<file path="config.mk">
export PLATFORM = sky130hd
export DESIGN_NAME = instr_encoder
export DESIGN_NICKNAME = d
export VERILOG_FILES = /design/src/rtl/instr_encoder.sv
export SDC_FILE = /design/constraint.sdc
export NUM_CORES = 1
export LEC_CHECK = 0
export ABC_AREA = 0
export CORE_ASPECT_RATIO = 0.5
export CORE_MARGIN = 2
export CORE_UTILIZATION = 30
export CTS_CLUSTER_DIAMETER = 60
export DETAILED_ROUTE_END_ITERATION = 6
export GPL_TIMING_DRIVEN = 0
export MAX_ROUTING_LAYER = met4
export PLACE_DENSITY_LB_ADDON = 0.2
export RECOVER_POWER = 50
export SLEW_MARGIN = 30
export SYNTH_ARGS = -nofsm -noshare
export SYNTH_HDL_FRONTEND = slang
export SYNTH_SLANG_ARGS = --single-unit
export TNS_END_PERCENT = 10
</file>
<file path="constraint.sdc">
create_clock -name clk -period 2.7 [get_ports clk]
set_input_delay 0.675 -clock clk [delete_from_list [all_inputs] [get_ports clk]]
set_output_delay 0.675 -clock clk [all_outputs]
set_load 0.02 [all_outputs]
</file>
<file path="src/rtl/instr_encoder.sv">
// RISC-V instruction encoder: packs decoded fields and a signed immediate into I/S/B/R words.
// Latency 1 cycle through a one-deep output register; sustains 1 word/cycle while OutReady is high.
// Backpressure: InReady drops while the output word is held (OutValid && !OutReady) or Flush is high.
// Optional immediate range checking (ImmErr/ErrSticky) is enabled by defining INSTR_ENCODER_RANGE_CHECK_EN.
module instr_encoder #(
  parameter int                    DATA_WIDTH    = 32,
  parameter int                    IMM_SRC_WIDTH = 2,
  parameter int                    ADDR_WIDTH    = 32,
  parameter logic [ADDR_WIDTH-1:0] BASE_ADDR     = '0
) (
  input  logic                     clk,
  input  logic                     rst_n,
  input  logic                     InValid,
  output logic                     InReady,
  input  logic [IMM_SRC_WIDTH-1:0] ImmSrc,
  input  logic [DATA_WIDTH-1:0]    Imm,
  input  logic [6:0]               Opcode,
  input  logic [2:0]               Funct3,
  input  logic [6:0]               Funct7,
  input  logic [4:0]               Rd,
  input  logic [4:0]               Rs1,
  input  logic [4:0]               Rs2,
  input  logic                     Flush,
  output logic                     OutValid,
  input  logic                     OutReady,
  output logic [DATA_WIDTH-1:0]    OutInstr,
  output logic [ADDR_WIDTH-1:0]    OutPc,
  output logic                     ImmErr,
  output logic                     ErrSticky,
  input  logic                     ErrClr
);

  localparam logic [IMM_SRC_WIDTH-1:0] FMT_I = IMM_SRC_WIDTH'(0);
  localparam logic [IMM_SRC_WIDTH-1:0] FMT_S = IMM_SRC_WIDTH'(1);
  localparam logic [IMM_SRC_WIDTH-1:0] FMT_B = IMM_SRC_WIDTH'(2);

  typedef enum logic {EMPTY = 1'b0, FULL = 1'b1} state_t;

  state_t                  state_q;
  logic [DATA_WIDTH-1:0]   instr_q;
  logic [DATA_WIDTH-1:0]   instr_d;
  logic [ADDR_WIDTH-1:0]   pc_q;
  logic [ADDR_WIDTH-1:0]   next_pc_q;
  logic                    accept;

  // A new word may enter when the output slot is free or is being drained this cycle.
  assign InReady  = rst_n & ~Flush & ((state_q == EMPTY) | OutReady);
  assign accept   = InValid & InReady;
  assign OutValid = (state_q == FULL);
  assign OutInstr = instr_q;
  assign OutPc    = pc_q;

  // Field packing; immediate bits beyond each format's field are simply truncated.
  always_comb begin
    instr_d        = '0;
    instr_d[6:0]   = Opcode;
    instr_d[14:12] = Funct3;
    instr_d[19:15] = Rs1;
    case (ImmSrc)
      FMT_I: begin
        instr_d[31:20] = Imm[11:0];
        instr_d[11:7]  = Rd;
      end
      FMT_S: begin
        instr_d[31:25] = Imm[11:5];
        instr_d[24:20] = Rs2;
        instr_d[11:7]  = Imm[4:0];
      end
      FMT_B: begin
        instr_d[31]    = Imm[12];
        instr_d[30:25] = Imm[10:5];
        instr_d[24:20] = Rs2;
        instr_d[11:8]  = Imm[4:1];
        instr_d[7]     = Imm[11];
      end
      default: begin
        instr_d[31:25] = Funct7;
        instr_d[24:20] = Rs2;
        instr_d[11:7]  = Rd;
      end
    endcase
  end

  // Output slot FSM: Flush beats accept, accept beats drain; the word is held while stalled.
  always_ff @(posedge clk or negedge rst_n) begin
    if (!rst_n) begin
      state_q   <= EMPTY;
      instr_q   <= '0;
      pc_q      <= BASE_ADDR;
      next_pc_q <= BASE_ADDR;
    end else if (Flush) begin
      state_q   <= EMPTY;
      next_pc_q <= BASE_ADDR;
    end else if (accept) begin
      state_q   <= FULL;
      instr_q   <= instr_d;
      pc_q      <= next_pc_q;
      next_pc_q <= next_pc_q + ADDR_WIDTH'(4);
    end else if (OutReady) begin
      state_q   <= EMPTY;
    end
  end

`ifdef INSTR_ENCODER_RANGE_CHECK_EN
  logic imm_err_d;
  logic err_q;
  logic sticky_q;
  logic fits12;
  logic fits13;

  // Upper bits must be pure sign extension of the field's top bit.
  assign fits12 = (&Imm[DATA_WIDTH-1:11]) | ~(|Imm[DATA_WIDTH-1:11]);
  assign fits13 = (&Imm[DATA_WIDTH-1:12]) | ~(|Imm[DATA_WIDTH-1:12]);

  // Per-format range test; branch offsets must also be halfword aligned.
  always_comb begin
    imm_err_d = 1'b0;
    case (ImmSrc)
      FMT_I, FMT_S: imm_err_d = ~fits12;
      FMT_B:        imm_err_d = ~fits13 | Imm[0];
      default:      imm_err_d = 1'b0;
    endcase
  end

  // Error flag travels with the word it describes.
  always_ff @(posedge clk or negedge rst_n) begin
    if (!rst_n) begin
      err_q <= 1'b0;
    end else if (accept) begin
      err_q <= imm_err_d;
    end
  end

  // Sticky error: a new error wins over a simultaneous clear.
  always_ff @(posedge clk or negedge rst_n) begin
    if (!rst_n) begin
      sticky_q <= 1'b0;
    end else if (accept && imm_err_d) begin
      sticky_q <= 1'b1;
    end else if (ErrClr) begin
      sticky_q <= 1'b0;
    end
  end

  assign ImmErr    = err_q;
  assign ErrSticky = sticky_q;
`else
  logic unused_inputs;
  assign unused_inputs = ^{ErrClr, Imm[DATA_WIDTH-1:13]};
  assign ImmErr        = 1'b0;
  assign ErrSticky     = 1'b0;
`endif

endmodule

</file>
==> impl_metrics.tcl <==
set metrics [dict create \
    status "finished with violations" \
    violations "capacitance limit, slew limit" \
    dp_hpwl_mm 7.803 \
    combPwrFrac_pct 18.2 \
    clockBufferDepth 2 \
    rsz0062_at_grt "false" \
    num_vias 3462 \
    cts_max_level 3 \
    synth_area_um2 4284 \
    clock_sinks 93 \
    filler_cell_count 1369 \
    antenna_cells 0 \
    maxCapViolations 1 \
    avgSynthCellArea_um2 10.98 \
    yosysTopAreaCell "dfrtp_1" \
    holdWs_ns 0.1876 \
    boundaryPins 140 \
    met2_usage_pct 24.11 \
    drc 0 \
    cp.arrival_ns 1.95 \
    fin_crit_ns 2.629 \
    path_clk_slew_ns 0.07 \
    grt_overflow 0 \
    worst_setup_path_start_kind "input port" \
    static-leakage-power_nw 2.627 \
    fin_area_um2 6022 \
    max-slew-margin-rel_pct -8.698 \
    synth.top_cell.area_share_pct 54.32 \
    hp-class "in2async" \
    timing.setup.tns_ns 0 \
    rows 30 \
    post_dp_cell_area_um2 5715 \
    drtIter0Drc 148 \
    grt_use_met3_pct 3.780 \
    final_max_slew_viol_count 28 \
    stdcell_count 719 \
    setup_viol 0 \
    synth_area_leaders "dfrtp_1, mux2_2, mux2_1, nor2b_1, nand2_1" \
    swShare_pct 27.19 \
    clkLatencyLatePin_ns 0.34 \
    fin_skew_ns 0.008264 \
    antenna_found_initial 0 \
    root_buffer "clkbuf_16" \
    cts_buffers 9 \
    die_area_um2 15310 \
    io_buffer_count 115 \
    ff2ff_setup_slack_ns 0.40 \
    ys_ff_latch 93 \
    clkPwrFrac_pct 35.9 \
    cp.required_ns 2.03 \
    ys_warn_count 0 \
    synth_sequential_area_ratio_pct 54.32 \
    seq_area_um2 2327 \
    die_h_um 88.50 \
    endpoint_kind "primary output" \
    hold_buffers 0 \
    grt.busiest_layer "met2" \
    powerDensity_nw_per_um2 555.3 \
    synth_flop_cell "dfrtp_1" \
    dp.cells 701 \
    ys_types 33 \
    finalWirelength_mm 10.88 \
    async_flop_share_pct 100.0 \
    avgRoutedWirePerCell_um 15.13 \
    first_global_vias 3440 \
    viasPerCell 4.815 \
    drtAntennaViolNets 0 \
    max_freq_mhz 380.4 \
    core-area_um2 13740 \
    crit_fanout 10 \
    cts_tree "yes" \
    grt_pass1_wl_mm 17.68 \
    layout.nets 599 \
    worst_slew_pin_slew_ns 1.630 \
    area_delta_synth_final_pct 40.57 \
    multi_input_area_um2 1838 \
    track_usage_pct 15.04 \
    grt_start_max_net_pins 55 \
    netlist_instances 390 \
    routabilityCongestion 0.8001 \
    p_int_mw 2.435 \
    use_met1_pct 19.09 \
    dieWidth_um 173 \
    initial_core_util_pct 31.18 \
    synth_edf_count 0 \
    finalHoldViolCount 0 \
    critPathKind "in2out" \
    drive_gt1_share_pct 11.01 \
    power_frac_seq_pct 45.9 \
    ir_drop_v 0.0002735 \
    p_sw_mw 0.9091 \
    detail_route.first_pass.iterations 4 \
    post-route-period-util_pct 97.37 \
]
metrics by stage:
stage	setup slack, ns	total power [mW]	util, %
floorplan	0.5119	1.835	-
global placement	-3.936	2.184	41.39
detailed placement	-0.7358	2.196	41.60
CTS	0.008285	3.408	43.75
global route	0.007264	3.519	43.83
finish	0.07094	3.344	43.83
registers in the layout (all words and copies together) (netlist names):
register   flops
OutInstr      32
OutValid       1
next_pc_q     30
OutPc         30
power by group through the flow:
stage	sequential (mW)	combinational (mW)	clock, mW
floorplan	1.68	0.153	0
global placement	1.56	0.624	0
detailed placement	1.56	0.632	0
CTS	1.54	0.635	1.23
global route	1.55	0.662	1.31
finish	1.53	0.610	1.20
what timing repair did:
item,4_1_cts,5_1_grt
pin swaps,1,0
endpoints found under the setup margin,28,29
gates cloned,0,1
buffers inserted,1,0
resized for setup,7,5
cell type report:
type	instances	share of cell area, %
Sequential cell	93	38.65
Multi-Input combinational cell	269	30.52
Timing Repair Buffer	118	19.95
Clock buffer	11	4.031
Tap cell	192	3.989
Buffer	24	1.849
Clock inverter	5	0.5818
Inverter	7	0.4363
synth_stat cells, types with 2 or more instances:
library cell / instances
and4_1: 2
nand3_1: 8
nor2b_1: 21
a22oi_1: 12
and3_1: 4
mux2_2: 29
mux2_1: 26
xor2_1: 3
o31ai_1: 7
o21ai_0: 6
nand4_1: 10
clkbuf_1: 14
nand2b_1: 2
or3_1: 5
o21ai_1: 21
nand2_1: 34
buf_4: 4
a21oi_1: 16
ha_1: 5
dfrtp_1: 93
xnor2_1: 2
buf_1: 5
nor4_1: 15
nor2_1: 22
inv_1: 7
or4_1: 10
logic make-up (layout without fill, tap and decap cells):
kind of cell    Yosys count  after routing  share of synthesized area [%]
simple gates            136            136                          16.79
flops                    93             93                          54.32
compound gates           63             63                          8.528
mux                      56             56                          14.69
buf+inv                  31            165                          3.096
fa+ha+maj                 5              5                          1.460
xor+xnor                  5              5                          1.022
other cells               1              4                        0.08753
worst max-delay path, stage by stage:
cell and delay (ns):
clkdlybuf4s50_1 0.44, buf_2 0.21, nand2b_1 0.20, nor2_1 0.15, clkdlybuf4s15_2 0.28
layout by cell type, fill, tap and decap left out, types with 3 or more instances in the layout:
cell	Yosys	layout
buf_1	5	4
nor2b_1	21	20
o21ai_0	6	6
clkdlybuf4s50_1	0	82
nor2_1	22	22
a22oi_1	12	12
mux2_2	29	29
dlygate4sd3_1	0	31
nand2_1	34	34
nand3_1	8	8
nand4_1	10	10
or4_1	10	10
ha_1	5	5
conb_1	1	4
clkbuf_16	0	9
xor2_1	3	3
dfrtp_1	93	93
clkbuf_2	0	3
or3_1	5	5
clkbuf_1	14	13
mux2_1	26	26
inv_1	7	7
nor4_1	15	15
buf_4	4	5
a21oi_1	16	16
and3_1	4	4
o21ai_1	21	21
o31ai_1	7	7
path summary, 6_finish.rpt:
path	start	to	depth (start not counted)
worst max register to register	next_pc_q[7]	next_pc_q[19]	6
worst min-delay path	rst_n	OutInstr[4]	1
min in group clk	OutPc[14]	OutPc[14]	2
worst min register to register	OutPc[14]	OutPc[14]	2
max in group asynchronous	rst_n	OutPc[5]	2
worst max-delay path	Flush	InReady	5
per-layer routing:
metal	routed length [um]	part of all wire (%)	vias to the layer above
met5	0	0	-
li1	-	-	1665
met1	5155	47	1698
met4	109	1.0	0
met3	509	4.7	11
met2	5105	47	88
(Power assumes the default switching activity.)
